### config.mk
export PLATFORM = sky130hd
export DESIGN_NAME = inst_fetch_resp
export DESIGN_NICKNAME = d
export VERILOG_FILES = /design/src/rtl/inst_fetch_resp.sv
export SDC_FILE = /design/constraint.sdc
export NUM_CORES = 1
export LEC_CHECK = 0
export ABC_AREA = 0
export CORE_MARGIN = 4
export CORE_UTILIZATION = 45
export DETAILED_ROUTE_END_ITERATION = 10
export PLACE_DENSITY_LB_ADDON = 0.08
export SLEW_MARGIN = 25
export SYNTH_ARGS = -nofsm -noshare
export SYNTH_HDL_FRONTEND = slang
export SYNTH_SLANG_ARGS = --single-unit
### constraint.sdc
create_clock -name cpu_clk_75M -period 7.7 [get_ports cpu_clk_75M]
set_input_delay 1.54 -clock cpu_clk_75M [delete_from_list [all_inputs] [get_ports cpu_clk_75M]]
set_output_delay 1.54 -clock cpu_clk_75M [all_outputs]
set_load 0.05 [all_outputs]
### src/rtl/inst_fetch_resp.sv
// Instruction-fetch responder: turns PC-stage fetch requests into a req/ack SRAM handshake.
// Optional IF_ADDR_CHECK_EN: misaligned PCs return a nop flagged with if_adel_o instead of fetching.
module inst_fetch_resp #(
  parameter logic [31:0] RESET_ADDR = 32'hBFC0_0000
) (
  input  logic        cpu_clk_75M,
  input  logic        cpu_rst,
  input  logic [31:0] pc,
  input  logic        ce,
  input  logic [5:0]  stall,
  input  logic        flush,
  output logic        inst_req,
  output logic [31:0] inst_addr,
  input  logic        inst_ack,
  input  logic [31:0] inst_rdata,
  output logic [31:0] inst_o,
  output logic [31:0] inst_pc_o,
  output logic        inst_valid_o,
  output logic        stallreq_if,
  output logic        if_adel_o
);

  typedef enum logic [1:0] {S_IDLE, S_WAIT, S_DROP} state_t;

  state_t      state_reg, state_next;
  logic        inst_req_next;
  logic [31:0] inst_addr_next;
  logic [31:0] pc_q_reg, pc_q_next;
  logic [31:0] inst_next;
  logic [31:0] inst_pc_next;
  logic        inst_valid_next;
  logic        consume;
  logic        issue;

  // Only stall[1] (IF/ID hold) matters here.
  logic unused_stall_bits;
  assign unused_stall_bits = ^{stall[5:2], stall[0]};

  assign consume = inst_valid_o & ~stall[1];
  assign issue   = ce & ~flush & (~inst_valid_o | ~stall[1]);

  // Held through the ack cycle so the PC advances only at the issuing edge.
  assign stallreq_if = (state_reg == S_WAIT) | (state_reg == S_DROP) | (inst_valid_o & stall[1]);

`ifdef IF_ADDR_CHECK_EN
  logic if_adel_next;
`endif

  always_comb begin
    state_next      = state_reg;
    inst_req_next   = inst_req;
    inst_addr_next  = inst_addr;
    pc_q_next       = pc_q_reg;
    inst_next       = inst_o;
    inst_pc_next    = inst_pc_o;
    inst_valid_next = inst_valid_o & ~consume;
`ifdef IF_ADDR_CHECK_EN
    if_adel_next    = if_adel_o & ~consume;
`endif

    case (state_reg)
      S_IDLE: begin
`ifdef IF_ADDR_CHECK_EN
        if (issue && (pc[1:0] != 2'b00)) begin
          inst_next       = 32'h0000_0000;
          inst_pc_next    = pc;
          inst_valid_next = 1'b1;
          if_adel_next    = 1'b1;
        end else
`endif
        if (issue) begin
          state_next     = S_WAIT;
          inst_req_next  = 1'b1;
          inst_addr_next = {pc[31:2], 2'b00};
          pc_q_next      = pc;
        end
      end
      S_WAIT: begin
        if (inst_ack) begin
          inst_req_next = 1'b0;
          state_next    = S_IDLE;
          if (!flush) begin
            inst_next       = inst_rdata;
            inst_pc_next    = pc_q_reg;
            inst_valid_next = 1'b1;
`ifdef IF_ADDR_CHECK_EN
            if_adel_next    = 1'b0;
`endif
          end
        end else if (flush) begin
          state_next = S_DROP;
        end
      end
      S_DROP: begin
        // The bus cannot cancel, so wait out the orphaned response.
        if (inst_ack) begin
          inst_req_next = 1'b0;
          state_next    = S_IDLE;
        end
      end
      default: begin
        state_next    = S_IDLE;
        inst_req_next = 1'b0;
      end
    endcase

    if (flush) begin
      inst_valid_next = 1'b0;
`ifdef IF_ADDR_CHECK_EN
      if_adel_next    = 1'b0;
`endif
    end
  end

  always_ff @(posedge cpu_clk_75M or posedge cpu_rst) begin
    if (cpu_rst) begin
      state_reg    <= S_IDLE;
      inst_req     <= 1'b0;
      inst_addr    <= RESET_ADDR;
      pc_q_reg     <= RESET_ADDR;
      inst_o       <= 32'h0000_0000;
      inst_pc_o    <= RESET_ADDR;
      inst_valid_o <= 1'b0;
    end else begin
      state_reg    <= state_next;
      inst_req     <= inst_req_next;
      inst_addr    <= inst_addr_next;
      pc_q_reg     <= pc_q_next;
      inst_o       <= inst_next;
      inst_pc_o    <= inst_pc_next;
      inst_valid_o <= inst_valid_next;
    end
  end

`ifdef IF_ADDR_CHECK_EN
  always_ff @(posedge cpu_clk_75M or posedge cpu_rst) begin
    if (cpu_rst) begin
      if_adel_o <= 1'b0;
    end else begin
      if_adel_o <= if_adel_next;
    end
  end
`else
  assign if_adel_o = 1'b0;
`endif

endmodule

==> results of run 1 <==
[how the worst max path moves through the flow]
stage / slack [ns] / from / end / cells past startpoint
2_1_floorplan: 3.57 / cpu_rst / inst_o[0]$_DFFE_PP0P_ / 1
3_3_place_gp: 3.14 / stall[1] / stallreq_if / 4
3_5_place_dp: 3.13 / stall[1] / stallreq_if / 4
4_1_cts: 3.12 / stall[1] / stallreq_if / 4
5_1_grt: 3.05 / stall[1] / stallreq_if / 4
6_report: 3.13 / stall[1] / stallreq_if / 4
[layer usage]
layer / GRT usage (%) / up-vias / share of wire, %
met5: 0 / - / 0
met4: 3.246 / 0 / 0.70
li1: - / 1155 / -
met1: 21.81 / 1251 / 45
met3: 5.552 / 5 / 7.1
met2: 25.58 / 94 / 47
[layout make-up]
class | instances | area (µm²)
Clock buffer | 11 | 131.4
Clock inverter | 5 | 61.31
Fill cell | 752 | 3580
Inverter | 5 | 21.27
Multi-Input combinational cell | 121 | 1605
Sequential cell | 100 | 2525
Tap cell | 133 | 166.4
Timing Repair Buffer | 169 | 1684
[cell families after synthesis]
family / share of synthesized area (%)
AO/OA/AOI/OAI: 1.029
adder cells (fa/ha/maj): 1.113
buffers and inverters: 8.345
flip-flops: 56.13
multiplexers: 31.46
other: 0.08337
AND/OR/NAND/NOR: 1.836
[stage by stage]
step | setup WS, ns | hold WS [ns]
final | 3.126 | 0.5136
after global placement | 3.139 | 0.4822
after detailed placement | 3.130 | 0.4853
after global routing | 3.051 | 0.5202
after floorplan | 3.571 | 0.4816
after CTS | 3.118 | 0.5166
[critical path: cells and delay by family]
kind | cells | cell delay (ns)
buffers and inverters | 2 | 1.25
AND/OR/NAND/NOR | 2 | 0.23
[synthesized netlist by cell type, drive strengths merged (2+ instances only)]
library cell / number
a21oi: 3
nand2b: 2
dfrtp: 82
inv: 5
dfstp: 18
nor2: 2
nand2: 2
mux2: 96
o22a: 2
ha: 4
buf: 43
nand3b: 2
==> flow_summary.ini, run 1 <==
[outcome]
run_status = finished, final reports clean

[timing]
finalHoldViolations = 0
fin_tns_setup_ns = 0
tightest_slew_ns = 0.9131
post-route-period-util_pct = 59.40
relSlewSlack_pct = 39.03
grt_setup_unrepaired = false
finalCriticalPeriod_ns = 4.574
clock.fmax_ghz = 0.2186
setup_viol = 0
skew_ns = 0.01234
slew_viol_final = 0

[setup_path]
critPathSlowestCell = clkdlybuf4s50_1
ff2ff_setup_slack_ns = 5.23
path_class = in2out
r2r-end = inst_pc_o[11]$_DFFE_PP0P_
cp-start-kind = input pin
crit_top_cell = clkdlybuf4s50_1
r2r_cells = 5
max_stage_delay_ns = 0.80
crit_arrival_ns = 3.03
crit_path_end_kind = output pin
crit_fanout = 4
crit_chain = clkdlybuf4s50_1 > nand2_1 > nand2b_1 > clkdlybuf4s50_1
r2r-start = state_reg[0]$_DFFE_PP0P_
worstPathRequired_ns = 6.16

[cells_and_area]
antennaDiodeCount = 0
final_area_um2 = 6195
utilization_pct = 63.38
final_nets = 485
mostFrequentLayoutCells = clkdlybuf4s50_1 (166), mux2_4 (89), dfrtp_1 (82), dfstp_2 (18), clkbuf_8 (9)
syn2layout_area_growth_pct = 37.72
layout.cells.most_common = clkdlybuf4s50_1
drive_gt1_share_pct = 32.36
instances_no_fill = 544

[drt]
post_drt_wl_per_cell_um = 17.17
route.detailed.drc = 0
ant_nets = 0
num_vias = 2505
wirelength_um = 9338
viasPerCell = 4.605
drt-initial-drc-count = 99
drt-pass1-iter-count = 4

[synth]
synth_area_leaders = dfrtp_1 (46%), mux2_4 (30%), dfstp_2 (11%)
avgSynthCellArea_um2 = 16.85
yosys.area.top_type = dfrtp_1
ys_warn_count = 0
netlist_area_um2 = 4498
ys_async_sr_fraction_pct = 100.0
synth_top_area_share_pct = 45.62
ys_seq_area_share_pct = 56.13
ys_seq_elements = 100
synth_edf_count = 0
synth.distinct_cells = 20
syn_inst = 267
ys.flop_type = dfrtp_1

[floorplanning]
ios = 175
die_h_um = 108.0
row_count = 36
coreArea_um2 = 9774
die-area_um2 = 11660
chipWidth_um = 108.0
start_util_pct = 46.02

[placed_design]
io_buffers = 166
place_area_um2 = 6002
dp_hpwl_um = 6328
place.gp.congestion = 0.7129
dp.cells = 528

[cts]
path_clk_slew_ns = 0.09
cts_made_buffers = 9
cts.path.max_buffers = 2
clock-sinks = 100
post_cts_buffers = 0
cts-resized-gates = 0
postCtsHoldBufs = 0
clk_latency_ns = 0.35
htreeDepth = 3
cts_tree = done
cts_root_buffer = clkbuf_8

[job]
maxCapViolCount = 0

[worst_hold_path]
min_from = inst_o[17]$_DFFE_PP0P_
hp-class = reg2reg
holdPathEnd = inst_o[17]$_DFFE_PP0P_
whs_path_depth = 1

[global_route]
grt_max_degree = 57
gr-total-overflow = 0
track_usage_pct = 16.15
grt_pass1_vias = 2733
grt_pass1_wl_um = 14670
antenna_found_initial = 0
Power of run 1 is not shown: default switching activity piles up to over one toggle a cycle in this logic, so the estimate is an artifact.
==> run 2, diff against run 1 <==
Settings changed: CORE_UTILIZATION 45 to 40.
Clock period 7.7 ns to 4 ns, I/O delays scaled along.
==> run 2 against run 1 <==
Compared with the run above: design area rose by 1.8%; first-iteration DRC count fell by 18%; final cell count rose by 1.7%; count of clock-buffer cells in the layout fell by 1; non-clock buffer count rose by 2; via count rose by 2.2%; critical path type unchanged; critical endpoint unchanged; highest routed layer unchanged.
==> flow_summary.ini, run 2 (synthesized netlist as in run 1, its figures left out) <==
[job]
maxCapViolCount = 0

[worst_hold_path]
hp-class = reg2reg

[cts]
htreeDepth = 3
post_cts_buffers = 0
postCtsHoldBufs = 0
cts_made_buffers = 9
cts-resized-gates = 0
cts_root_buffer = clkbuf_16
clock-sinks = 100
clk_latency_ns = 0.33
path_clk_slew_ns = 0.07
cts.path.max_buffers = 2
cts_tree = done

[setup_path]
path_class = in2out
crit_arrival_ns = 2.28
crit_path_end_kind = output pin
worstPathRequired_ns = 3.20
cp-start-kind = input pin
crit_fanout = 4

[global_route]
antenna_found_initial = 0
grt_pass1_vias = 2848
grt_max_degree = 86
gr-total-overflow = 0
grt_pass1_wl_um = 15390
track_usage_pct = 15.00

[cells_and_area]
drive_gt1_share_pct = 32.93
syn2layout_area_growth_pct = 40.22
mostFrequentLayoutCells = clkdlybuf4s50_1 (166), mux2_4 (89), dfrtp_1 (82), dfstp_2 (18), clkbuf_16 (9)
final_nets = 487
layout.cells.most_common = clkdlybuf4s50_1
antennaDiodeCount = 0

[timing]
slew_viol_final = 0
skew_ns = 0.007086
relSlewSlack_pct = 49.51
finalCriticalPeriod_ns = 3.082
clock.fmax_ghz = 0.3245
tightest_slew_ns = 0.7574
finalHoldViolations = 0
post-route-period-util_pct = 77.04
fin_tns_setup_ns = 0
grt_setup_unrepaired = false
setup_viol = 0

[drt]
viasPerCell = 4.631
route.detailed.drc = 0
ant_nets = 0
wirelength_um = 9456
num_vias = 2561
post_drt_wl_per_cell_um = 17.10
drt-pass1-iter-count = 3
drt-initial-drc-count = 81

[floorplanning]
start_util_pct = 41.13
row_count = 38
chipWidth_um = 114.0
ios = 175
die_h_um = 114.0
die-area_um2 = 13010
coreArea_um2 = 10940

[outcome]
run_status = finished, final reports clean

[placed_design]
dp_hpwl_um = 6674
place.gp.congestion = 0.7558
io_buffers = 166
==> run 2: cell types whose count changed in the layout (fill, tap and decap cells not counted), sizes merged <==
cell | previous run | this run
buf | 3 | 5
bufinv | 1 | 0
clkbuf | 11 | 10
clkinv | 0 | 1
clkinvlp | 3 | 4
==> run 2: layer usage <==
layer	track usage (%)	vias to the layer above	part of all wire, %
met5	0	-	0
met4	4.988	0	1.3
met3	4.881	9	8.5
met2	23.89	102	46
met1	19.37	1287	44
li1	-	1163	-
==> run 2: worst paths after layout <==
kind                                          start                         to  slack, ns  depth (start not counted)
setup / recovery                           stall[1]                stallreq_if       0.92                          4
setup reg to reg           state_reg[1]$_DFFE_PP0P_   pc_q_reg[12]$_DFFE_PP0P_       1.89                          5
min in group asynchronous                   cpu_rst      inst_o[1]$_DFFE_PP0P_       0.98                          2
max in group asynchronous                   cpu_rst  inst_pc_o[13]$_DFFE_PP0P_       2.27                          3
hold / removal                 inst_req$_DFFE_PP0P_       inst_req$_DFFE_PP0P_       0.50                          1
hold reg to reg                inst_req$_DFFE_PP0P_       inst_req$_DFFE_PP0P_       0.50                          1
==> run 2: cell type report <==
type	count	area [µm²]
Fill cell	933	4628
Sequential cell	100	2525
Timing Repair Buffer	171	1699
Multi-Input combinational cell	121	1605
Clock buffer	10	229.0
Tap cell	140	175.2
Clock inverter	6	50.05
Inverter	5	23.77
==> run 2: critical path, stage by stage <==
cell and delay [ns]:
clkdlybuf4s50_1 0.45, nand2_1 0.12, nand2b_1 0.10, clkdlybuf4s50_1 0.81
==> run 2: per-stage QoR <==
step	setup WS [ns]	hold WS [ns]	area, µm²	cells	utilization [%]
finish	0.9184	0.5021	6307	553	57.68
global placement	0.9176	0.4789	6026	537	55.10
global route	0.8555	0.5300	6307	553	57.68
floorplan	0.6110	0.4816	4506	269	-
detailed placement	0.9159	0.4836	6028	537	55.13
CTS	0.9170	0.5044	6307	553	57.68
Power of run 2 is left out for the same reason.
==> run 3, diff against run 2 <==
Clock period 4 ns to 2.6 ns, I/O delays scaled along.
==> run 3 against run 2 <==
Compared with the run above: design area up 2.1%; non-clock buffer count is 4 higher; core utilization up 1.2 points.
==> flow_summary.ini, run 3 (synthesized netlist as in run 1, its figures left out) <==
[cts]
path_clk_slew_ns = 0.07
cts_root_buffer = clkbuf_16
post_cts_buffers = 0
clock-sinks = 100
clk_latency_ns = 0.33
cts.path.max_buffers = 2
postCtsHoldBufs = 0
cts_tree = done
cts-resized-gates = 0
cts_made_buffers = 9
htreeDepth = 3

[timing]
fin_tns_setup_ns = 0
clock.fmax_ghz = 0.4506
finalCriticalPeriod_ns = 2.219
relSlewSlack_pct = 54.02
slew_viol_final = 0
setup_viol = 0
post-route-period-util_pct = 85.36
tightest_slew_ns = 0.6897
grt_setup_unrepaired = false
skew_ns = 0.008341
finalHoldViolations = 0

[setup_path]
crit_path_start = pc_q_reg[28]$_DFFE_PP1P_
crit_path_end_kind = output pin
path_class = reg2out
critPathSlowestCell = clkdlybuf4s50_1
crit_arrival_ns = 1.70
cp-start-kind = flop
max_stage_delay_ns = 0.82
worstPathRequired_ns = 2.08
path_buf_inv = 1
r2r-start = state_reg[1]$_DFFE_PP0P_
cp_top_family = buffers and inverters
crit_chain = clkdlybuf4s50_1
crit_fanout = 3

[cells_and_area]
syn2layout_area_growth_pct = 43.23
layout.cells.most_common = clkdlybuf4s50_1
fillers = 888
utilization_pct = 58.91
instances_no_fill = 557
drive_gt1_share_pct = 33.81
mostFrequentLayoutCells = clkdlybuf4s50_1 (165), mux2_4 (89), dfrtp_1 (82), dfstp_2 (18), clkbuf_16 (9)
final_nets = 491
final_area_um2 = 6442
antennaDiodeCount = 0

[floorplanning]
chipWidth_um = 114.0
ios = 175
die-area_um2 = 13010
start_util_pct = 41.13
die_h_um = 114.0
coreArea_um2 = 10940
row_count = 38

[drt]
route.detailed.drc = 0
ant_nets = 0
wirelength_um = 9405
post_drt_wl_per_cell_um = 16.89
num_vias = 2550
viasPerCell = 4.578
drt-pass1-iter-count = 4
drt-initial-drc-count = 141

[global_route]
grt_pass1_vias = 2791
track_usage_pct = 14.71
gr-total-overflow = 0
antenna_found_initial = 0
grt_pass1_wl_um = 15060
grt_max_degree = 56

[worst_hold_path]
min_from = inst_req$_DFFE_PP0P_
hp-class = reg2reg

[placed_design]
io_buffers = 166
dp_hpwl_um = 6784
dp.cells = 541
place.gp.congestion = 0.7231
place_area_um2 = 6117

[outcome]
run_status = finished, final reports clean

[job]
maxCapViolCount = 0
run 3: changes by cell type in the layout (fill, tap and decap cells not counted):
cell / previous run / this run
buf_12: 0 / 5
clkinvlp_4: 4 / 1
bufinv_16: 0 / 2
clkbuf_8: 0 / 1
clkdlybuf4s50_1: 166 / 165
clkinv_2: 0 / 1
clkinv_4: 1 / 0
inv_6: 1 / 2
inv_8: 1 / 0
run 3: layout make-up:
cell class	instances	area, µm²	share of cell area (%)
Sequential cell	100	2525	39.19
Timing Repair Buffer	175	1789	27.77
Multi-Input combinational cell	121	1605	24.92
Clock buffer	11	242.7	3.768
Tap cell	140	175.2	2.719
Clock inverter	5	82.58	1.282
Inverter	5	22.52	0.3496
run 3: metrics by stage:
step	worst slack, ns	hold slack [ns]
after floorplan	0.8391	0.4816
after global placement	0.4396	0.4816
after detailed placement	0.4287	0.4883
after CTS	0.3462	0.5087
after global routing	0.3352	0.5259
final	0.3806	0.5030
run 3: worst paths after layout:
check / end / slack [ns] / depth (start not counted)
setup / recovery: inst_addr[28] / 0.38 / 1
hold / removal: inst_req$_DFFE_PP0P_ / 0.50 / 1
setup reg to reg: pc_q_reg[19]$_DFFE_PP0P_ / 0.77 / 5
hold reg to reg: inst_req$_DFFE_PP0P_ / 0.50 / 1
max in group asynchronous: inst_pc_o[11]$_DFFE_PP0P_ / 1.37 / 3
min in group asynchronous: inst_o[27]$_DFFE_PP0P_ / 0.71 / 3
run 3: metal layers:
layer / global-route usage, % / up-vias / wire length [µm]
li1: - / 1179 / -
met1: 19.83 / 1268 / 4191
met2: 23.11 / 94 / 4444
met3: 4.191 / 9 / 685
met4: 4.513 / 0 / 84
met5: 0 / - / 0
Power of run 3 is left out for the same reason.
